==> src/rtl/stack_access_arbiter_pkg.sv <==
// Shared definitions for the two-requester stack arbiter and its requesting controllers.
package stack_access_arbiter_pkg;

  typedef enum logic [1:0] {
    ARB   = 2'd0,
    LOCK0 = 2'd1,
    LOCK1 = 2'd2
  } arb_state_t;

  localparam logic OP_PUSH = 1'b0;
  localparam logic OP_POP  = 1'b1;

  localparam logic [7:0] SEP_CHAR = 8'h3b;
  localparam logic [7:0] END_CHAR = 8'h24;

endpackage

==> src/rtl/stack_access_arbiter_rr_arbiter2.sv <==
// Two-way round-robin pick: rr names the favoured requester, the other wins only if rr is idle.
module rr_arbiter2 (
  input  logic [1:0] elig,
  input  logic       rr,
  output logic [1:0] gnt
);

  always_comb begin
    gnt = 2'b00;
    if (elig[rr]) begin
      gnt[rr] = 1'b1;
    end else if (elig[~rr]) begin
      gnt[~rr] = 1'b1;
    end
  end

endmodule

==> src/rtl/stack_access_arbiter.sv <==
// Shares one single-port stack RAM between two requesters; owns the stack pointer,
// grants at most one push or pop per cycle with round-robin priority and an optional burst lock.
module stack_access_arbiter
  import stack_access_arbiter_pkg::*;
#(
  parameter int DATA_WIDTH = 8,
  parameter int DEPTH      = 16,
  parameter int ADDR_WIDTH = 4
) (
  input  logic                    clk,
  input  logic                    reset,
  input  logic [1:0]              req_valid,
  input  logic [1:0]              req_pop,
  input  logic [1:0]              req_lock,
  input  logic [2*DATA_WIDTH-1:0] req_wdata,
  output logic [1:0]              gnt,
  output logic                    rd_valid,
  output logic                    rd_owner,
  output logic [DATA_WIDTH-1:0]   rd_data,
  output logic                    mem_we,
  output logic [ADDR_WIDTH-1:0]   mem_addr,
  output logic [DATA_WIDTH-1:0]   mem_wdata,
  input  logic [DATA_WIDTH-1:0]   mem_rdata,
  output logic [ADDR_WIDTH:0]     count,
  output logic                    full,
  output logic                    empty
);

  localparam logic [ADDR_WIDTH:0] DEPTH_CNT = DEPTH[ADDR_WIDTH:0];
  localparam logic [ADDR_WIDTH:0] ONE_CNT   = {{ADDR_WIDTH{1'b0}}, 1'b1};

  arb_state_t          state, state_nxt;
  logic [ADDR_WIDTH:0] sp, sp_dec;
  logic                rr;
  logic [1:0]          elig, arb_gnt;
  logic                lock_hold, lock_owner;
  logic                granted, gnt_idx, gnt_pop;

  assign count  = sp;
  assign full   = (sp == DEPTH_CNT);
  assign empty  = (sp == '0);
  assign sp_dec = sp - ONE_CNT;

  // Eligibility only looks at the registered count, so a blocked request simply waits.
  assign elig[0] = req_valid[0] & ((req_pop[0] == OP_POP) ? !empty : !full);
  assign elig[1] = req_valid[1] & ((req_pop[1] == OP_POP) ? !empty : !full);

  rr_arbiter2 u_rr (
    .elig (elig),
    .rr   (rr),
    .gnt  (arb_gnt)
  );

  assign lock_owner = (state == LOCK1);
  assign lock_hold  = ((state == LOCK0) && req_lock[0]) || ((state == LOCK1) && req_lock[1]);

  always_comb begin
    gnt = 2'b00;
    if (!reset) begin
      if (lock_hold) begin
        gnt[lock_owner] = elig[lock_owner];
      end else begin
        gnt = arb_gnt;
      end
    end
  end

  assign granted = |gnt;
  assign gnt_idx = gnt[1];
  assign gnt_pop = req_pop[gnt_idx];

  always_ff @(posedge clk) begin
    if (reset) begin
      state <= ARB;
    end else begin
      state <= state_nxt;
    end
  end

  // A dropped lock behaves exactly like ARB for that cycle, including the next-state choice.
  always_comb begin
    state_nxt = state;
    if (!lock_hold) begin
      if (granted && req_lock[gnt_idx]) begin
        state_nxt = gnt_idx ? LOCK1 : LOCK0;
      end else begin
        state_nxt = ARB;
      end
    end
  end

  always_comb begin
    mem_we    = 1'b0;
    mem_addr  = '0;
    mem_wdata = '0;
    if (!reset) begin
      mem_addr = sp_dec[ADDR_WIDTH-1:0];
      if (granted && (gnt_pop == OP_PUSH)) begin
        mem_we    = 1'b1;
        mem_addr  = sp[ADDR_WIDTH-1:0];
        mem_wdata = req_wdata[gnt_idx*DATA_WIDTH +: DATA_WIDTH];
      end
    end
  end

  always_ff @(posedge clk) begin
    if (reset) begin
      sp       <= '0;
      rr       <= 1'b0;
      rd_valid <= 1'b0;
      rd_owner <= 1'b0;
    end else begin
      rd_valid <= granted && (gnt_pop == OP_POP);
      if (granted) begin
        sp <= (gnt_pop == OP_POP) ? sp_dec : sp + ONE_CNT;
        if (!lock_hold) begin
          rr <= ~gnt_idx;
        end
        if (gnt_pop == OP_POP) begin
          rd_owner <= gnt_idx;
        end
      end
    end
  end

  assign rd_data = mem_rdata;

endmodule

==> config.mk <==
export PLATFORM = sky130hd
export DESIGN_NAME = stack_access_arbiter
export DESIGN_NICKNAME = d
export VERILOG_FILES = /design/src/rtl/stack_access_arbiter_pkg.sv /design/src/rtl/stack_access_arbiter_rr_arbiter2.sv /design/src/rtl/stack_access_arbiter.sv
export SDC_FILE = /design/constraint.sdc
export NUM_CORES = 1
export LEC_CHECK = 0
export CORE_ASPECT_RATIO = 1.4
export CORE_MARGIN = 2
export CORE_UTILIZATION = 37
export CTS_BUF_LIST = sky130_fd_sc_hd__clkbuf_4 sky130_fd_sc_hd__clkbuf_8 sky130_fd_sc_hd__clkbuf_16
export CTS_CLUSTER_DIAMETER = 120
export DETAILED_ROUTE_END_ITERATION = 16
export HOLD_SLACK_MARGIN = 0.15
export PLACE_DENSITY_LB_ADDON = 0.2
export SYNTH_ARGS = -nofsm -noshare
export SYNTH_HDL_FRONTEND = slang
export SYNTH_SLANG_ARGS = --single-unit
==> constraint.sdc <==
create_clock -name clk -period 4.85 [get_ports clk]
set_clock_uncertainty 0.05 [all_clocks]
set_input_delay 0.485 -clock clk [delete_from_list [all_inputs] [get_ports clk]]
set_output_delay 0.485 -clock clk [all_outputs]
set_load 0.01 [all_outputs]
==> results of run 1 <==
## report_power, final
| group | switching (mW) | internal (mW) | leakage [nW] |
|---|---|---|---|
| Combinational | 0.160 | 0.193 | 0.455 |
| Sequential | 0.0290 | 0.101 | 0.0818 |
| Clock | 0.0339 | 0.0456 | 0.0210 |
| Total | 0.223 | 0.340 | 0.558 |
## worst max-delay path: stages, from the launching register on
cell and delay, ps:
sky130_fd_sc_hd__dfxtp_1 380, sky130_fd_sc_hd__inv_1 140, sky130_fd_sc_hd__ha_1 220, sky130_fd_sc_hd__or3b_2 480, sky130_fd_sc_hd__o21ai_1 290, sky130_fd_sc_hd__o211a_1 200
sky130_fd_sc_hd__buf_4 250, sky130_fd_sc_hd__a22oi_4 190, sky130_fd_sc_hd__nand2_1 150, sky130_fd_sc_hd__mux2i_1 180, sky130_fd_sc_hd__clkdlybuf4s50_1 550
## registers in the layout (all words and copies together) (netlist names)
signal	count
count	5
rd_owner	1
rd_valid	1
rr	1
state	2
## cells by family (layout without fill, tap and decap cells)
logic type | Yosys count | count (layout)
mux | 12 | 12
simple gates | 39 | 39
compound gates | 24 | 24
fa+ha+maj | 3 | 3
buf+inv | 23 | 60
xor+xnor | 5 | 5
flops | 10 | 10
## final timing paths
path                 endpoint
setup / recovery  mem_addr[3]
hold / removal       state[1]
setup reg to reg     count[2]
hold reg to reg      state[1]
## synthesized netlist by cell type, types with 2 or more instances
master	count
sky130_fd_sc_hd__nor2_1	18
sky130_fd_sc_hd__mux2i_1	12
sky130_fd_sc_hd__buf_4	10
sky130_fd_sc_hd__dfxtp_1	10
sky130_fd_sc_hd__nand2_1	8
sky130_fd_sc_hd__inv_1	7
sky130_fd_sc_hd__a21oi_1	5
sky130_fd_sc_hd__o21ai_0	5
sky130_fd_sc_hd__nand3_1	4
sky130_fd_sc_hd__a22oi_1	3
sky130_fd_sc_hd__ha_1	3
sky130_fd_sc_hd__xnor2_1	3
sky130_fd_sc_hd__a22o_1	2
sky130_fd_sc_hd__and3b_1	2
sky130_fd_sc_hd__buf_2	2
sky130_fd_sc_hd__clkbuf_1	2
sky130_fd_sc_hd__xor2_1	2
## layer usage
| metal | wire length (microns) | GRT usage |
|---|---|---|
| met3 | 152 | 0.0260 |
| met5 | 0 | 0 |
| met4 | 42 | 0.0750 |
| met1 | 894 | 0.199 |
| met2 | 1130 | 0.292 |
## through the flow
| step | instance area, sq um | worst slack [ps] | util |
|---|---|---|---|
| after floorplan | 915 | 2010 | - |
| after global placement | 1320 | 1070 | 0.557 |
| after detailed placement | 1320 | 1020 | 0.557 |
| after CTS | 1350 | 986 | 0.572 |
| after global routing | 1350 | 782 | 0.572 |
| final | 1350 | 1010 | 0.572 |
## layout make-up
type / instances / area, sq um
fillers: 227 / 1010
repair buffers: 48 / 478
well taps: 23 / 28.8
flip-flops and latches: 10 / 200
clock buffers: 4 / 36.3
inverters: 8 / 30.0
multi-input cells: 83 / 581
==> implementation parameters, run 1 <==
Parameter                              Value

Clock network
  Cts-stage hold buffer count    0
  Post-CTS setup buffer count    0
  TritonCTS clock tree    yes
  Skew-Pair Late Insertion Delay    approximately 270 ps
  Clock root buffer master    sky130_fd_sc_hd__clkbuf_4
  CTS H-Tree Depth    1
  Count of cells resized by post-cts repair    0
  Clock buffers created by TritonCTS    3
  Clock transition at the registers of the reported paths    ~80 ps
  Number of buffers between clock root and the deepest sink    2
  Count of clock tree sinks    10

Logic synthesis
  Post-synth EDFFs    0
  Largest family of logic cells by synthesized area    compound AO/OA/AOI/OAI gates
  Avg Cell Area, Syn    between 7 and 8 sq um
  Seq/Total Area, Yosys    0.219
  Synthesized flop and latch total    10
  Synth Warn #    0
  Synth Area in Compound Gates    0.218
  Number of nets in the synthesized netlist    roughly 150
  XOR/XNOR share of the synthesized area    0.0479
  Fraction of registers with async set/reset    0
  Area fraction of the dominant cell type after synthesis    0.219
  Synthesized-area fraction occupied by and/or/nand/nor cells    0.197
  Dominant register cell in the synthesized netlist    sky130_fd_sc_hd__dfxtp_1
  Multiplexer fraction of the synthesized cell area    0.131
  Cell types with the largest area share after synthesis    sky130_fd_sc_hd__dfxtp_1 22%, sky130_fd_sc_hd__mux2i_1 13%, sky130_fd_sc_hd__buf_4 8.2%
  Adder and majority gate portion of the synthesized area    0.0410
  Dominant cell type by area after synthesis    sky130_fd_sc_hd__dfxtp_1
  Netlist cell types    35
  Cells after Synth    116
  Summed instance area of the synthesized netlist    just over 900 sq um

Worst hold path
  Path type of the worst min-delay path    reg -> reg
  Worst hold start    state[0]
  Hold Path Cell Cnt    1

Drt
  Routed vias/inst    ~5.3
  Average wire length per cell after detail routing    12.6 microns
  Remaining number of nets flagged by the antenna check after routing    0
  Post-route DRC violation count    0
  Total Routed Length    roughly 2200 microns
  Via count    between 900 and 1000
  Detailed-routing iteration count for the pre-antenna-repair pass    4
  DRC violation total after the first TritonRoute iteration    29

Worst setup path
  Data required time of the critical path    roughly 4300 ps
  Setup crit end kind    output port
  Startpoint of the most critical register-to-register path    count[0]
  Path type of the worst setup path    reg -> out
  Depth of the worst register-to-register path    10
  R2R setup slack    ~2100 ps
  Critical path launch point type    flop
  Critical path origin    count[0]
  Arr. time, crit path    roughly 3300 ps
  Largest fanout on the critical path    18

Job
  Number of max-capacitance violations reported    0

Floorplan
  Core box area    roughly 0.0024 sq mm
  Die Span Y    ~63 microns
  Initial Utilization    0.387
  Rows    21
  DIE AREA    between 0.002 and 0.003 sq mm
  Die outline width    approximately 46 microns
  Total I/O pin count    64

STA
  Final setup TNS    0 ps
  Highest clock frequency the design can meet    about 0.26 GHz
  Final setup violation count    0
  Setup repair after global routing missed its margin    false
  Number of pins with negative max-slew slack in the final report    0
  Max transition margin    0.578
  Measured slew at the worst slew-check pin    633 ps
  Fin Hold WS    ~420 ps
  Total count of hold-check failures in the final report    0
  Shortest clock period the worst path allows after layout    a little under 4000 ps
  Final critical-path share of the clock period    0.792

Power
  Total power    0.563 mW
  Leakage Power    approximately 0.56 nW
  Pwr dens    between 400 and 500 mW/mm^2
  Maximum vdd ir drop    around 190 uV

Final layout
  Ant. Diodes    0
  Fraction of layout instances using a drive strength above 1    0.0719
  Net total in the final layout    between 150 and 200
  Leading cell type in the layout, fill and taps excluded    sky130_fd_sc_hd__clkdlybuf4s50_1
  Area growth, synth to finish    48.0%
  Most used cells in the layout excluding fill and tap cells    47 x sky130_fd_sc_hd__clkdlybuf4s50_1, 18 x sky130_fd_sc_hd__nor2_1, 12 x sky130_fd_sc_hd__mux2i_1
  Finished Layout Cells    ~180

GRT
  Number of antenna violations at the first check in global routing    0
  Largest net degree at the start of global routing    19
  Total congestion overflow after global routing    0
  Global-route wire length before repair    3820 microns
  Total global routing track utilization    0.171
  Vias in the first global route    approximately 900

Place
  HPWL after DPL    around 1700 microns
  Quantity of I/O buffers inserted on ports    between 40 and 50
  Cells after DPL    between 150 and 200
  GP Congestion    around 0.73

Run status
  Status    complete, no violations
Note: power is estimated with default switching activity, not from simulation.
==> run 2, diff against run 1 <==
CORE_UTILIZATION = 35   (was 37)
clock period = 3.75 ns   (was 4.85 ns; I/O delays follow)
==> run 2 against run 1 <==
Net effect:
- total power rose by 26%
- sequential share of layout area decreased by 0.24 points
- cell area rose by 1.7%
- routed wire length grew 7.1%
- global-route usage grew 0.75 points
- sequential power increased by 28%
- register-to-register slack got worse by 1100 ps
- largest cell class unchanged
==> implementation parameters, run 2 (synthesis results as in run 1) <==
Parameter                              Value

STA
  Number of pins with negative max-slew slack in the final report    0
  Final setup TNS    0 ps
  Measured slew at the worst slew-check pin    around 530 ps
  Highest clock frequency the design can meet    0.283 GHz
  Setup repair after global routing missed its margin    false
  Final setup violation count    0
  Shortest clock period the worst path allows after layout    roughly 3500 ps
  Fin Hold WS    423 ps
  Final worst setup slack    ~220 ps
  Total count of hold-check failures in the final report    0
  Max transition margin    0.641
  Final critical-path share of the clock period    0.942

Drt
  Detailed-routing iteration count for the pre-antenna-repair pass    4
  Remaining number of nets flagged by the antenna check after routing    0
  Total Routed Length    roughly 2400 microns
  Via count    between 900 and 1000
  Average wire length per cell after detail routing    ~13 microns
  DRC violation total after the first TritonRoute iteration    16
  Post-route DRC violation count    0
  Routed vias/inst    between 5 and 6

Worst setup path
  Arr. time, crit path    just over 3000 ps
  Setup crit end kind    output port
  Cell with the biggest individual delay on the critical path    sky130_fd_sc_hd__clkdlybuf4s50_1
  Startpoint of the most critical register-to-register path    count[0]
  Depth of the worst register-to-register path    9
  Cell depth of the worst setup path    9
  Critical path launch point type    flop
  Critical path origin    count[0]
  Max incr delay on CP    560 ps
  Largest fanout on the critical path    15
  Cell class contributing the biggest share of worst-path delay    compound AO/OA/AOI/OAI gates
  R2R setup slack    1050 ps
  Data required time of the critical path    approximately 3300 ps
  Path type of the worst setup path    reg -> out
  Cells along the critical path    inv_1, ha_1, or3b_2, o21ai_1, a2111oi_4, a22oi_4, nor2_1, a211oi_2, clkdlybuf4s50_1
  R2r endpoint    count[2]
  Worst path bufs/invs    2

Job
  Number of max-capacitance violations reported    0

Power
  Design internal power    ~0.42 mW
  Logic pwr share    0.656
  Pwr dens    roughly 510 mW/mm^2
  Net switching share of the total power    0.405
  Sequential group share of total power    0.236
  Total power    a little over 0.7 mW
  Leakage Power    0.565 nW
  Maximum vdd ir drop    approximately 250 uV
  Power share of the clock group    0.109
  Power dissipated by switching net loads    about 0.29 mW

Place
  Worst setup slack after placement    about 350 ps
  GP Congestion    just over 0.8
  Post-place instance area    around 0.0014 sq mm
  Quantity of I/O buffers inserted on ports    47
  HPWL after DPL    approximately 1900 microns

Clock network
  Count of clock tree sinks    10
  Post-CTS setup buffer count    0
  Number of buffers between clock root and the deepest sink    2
  Count of cells resized by post-cts repair    0
  Skew-Pair Late Insertion Delay    ~270 ps
  Cts-stage hold buffer count    0
  Clock transition at the registers of the reported paths    70 ps
  TritonCTS clock tree    yes
  Clock buffers created by TritonCTS    3
  Clock root buffer master    sky130_fd_sc_hd__clkbuf_4
  CTS H-Tree Depth    1

GRT
  Total global routing track utilization    0.179
  Largest net degree at the start of global routing    18
  Number of antenna violations at the first check in global routing    0
  Total congestion overflow after global routing    0
  Vias in the first global route    998
  Global-route wire length before repair    approximately 4000 microns

Final layout
  Most used cells in the layout excluding fill and tap cells    47 x sky130_fd_sc_hd__clkdlybuf4s50_1, 18 x sky130_fd_sc_hd__nor2_1, 12 x sky130_fd_sc_hd__mux2i_1
  Leading cell type in the layout, fill and taps excluded    sky130_fd_sc_hd__clkdlybuf4s50_1
  Flip-flop count of the largest register, all copies and words added    5
  Fraction of layout instances using a drive strength above 1    0.0839
  Area growth, synth to finish    50.5%
  Number of fillers in the final layout    217
  Area used by multi-input combinational logic    581 sq um
  Ant. Diodes    0
  Sequential cell area    200 sq um
  Layout Cell Area excl Fill    around 0.0014 sq mm
  Net total in the final layout    between 150 and 200

Worst hold path
  Terminating pin of the worst hold path    state[1]
  Path type of the worst min-delay path    reg -> reg
  Hold Path Cell Cnt    1
  Worst hold start    state[0]

Floorplan
  Total I/O pin count    64
  Die Span Y    roughly 64 microns
  DIE AREA    between 0.003 and 0.004 sq mm
  Core box area    between 0.002 and 0.0025 sq mm
  Rows    21
  Initial Utilization    0.374
  Die outline width    around 47 microns

Run status
  Status    complete, no violations
## run 2: metrics by stage
stage               cells   util
floorplan             116      -
global placement      186  0.554
detailed placement    186  0.554
CTS                   189  0.563
global route          189  0.563
finish                189  0.563
## run 2: cell type report
class / count / area share
multi-input cells: 83 / 0.422
repair buffers: 51 / 0.364
flip-flops and latches: 10 / 0.145
well taps: 34 / 0.0309
inverters: 8 / 0.0218
clock buffers: 3 / 0.0164
## run 2: power by group through the flow
stage | logic (mW) | registers [mW] | clock network [mW]
global placement | 0.461 | 0.169 | 0
finish | 0.465 | 0.167 | 0.0769
floorplan | 0.283 | 0.167 | 0
global route | 0.512 | 0.173 | 0.0816
CTS | 0.467 | 0.167 | 0.0801
detailed placement | 0.465 | 0.170 | 0
## run 2: how the worst max path moves through the flow
stage	endpoint	slack (ps)
2_1_floorplan	mem_addr[1]	1020
3_3_place_gp	mem_addr[1]	400
5_1_grt	mem_addr[1]	3
4_1_cts	mem_addr[1]	190
3_5_place_dp	mem_addr[1]	350
6_report	mem_addr[1]	220
## run 2: layer usage
metal | up-vias | global-route usage | part of all wire
li1 | 469 | - | -
met5 | - | 0 | 0
met3 | 14 | 0.0529 | 0.092
met1 | 411 | 0.165 | 0.36
met2 | 57 | 0.307 | 0.50
met4 | 0 | 0.132 | 0.041
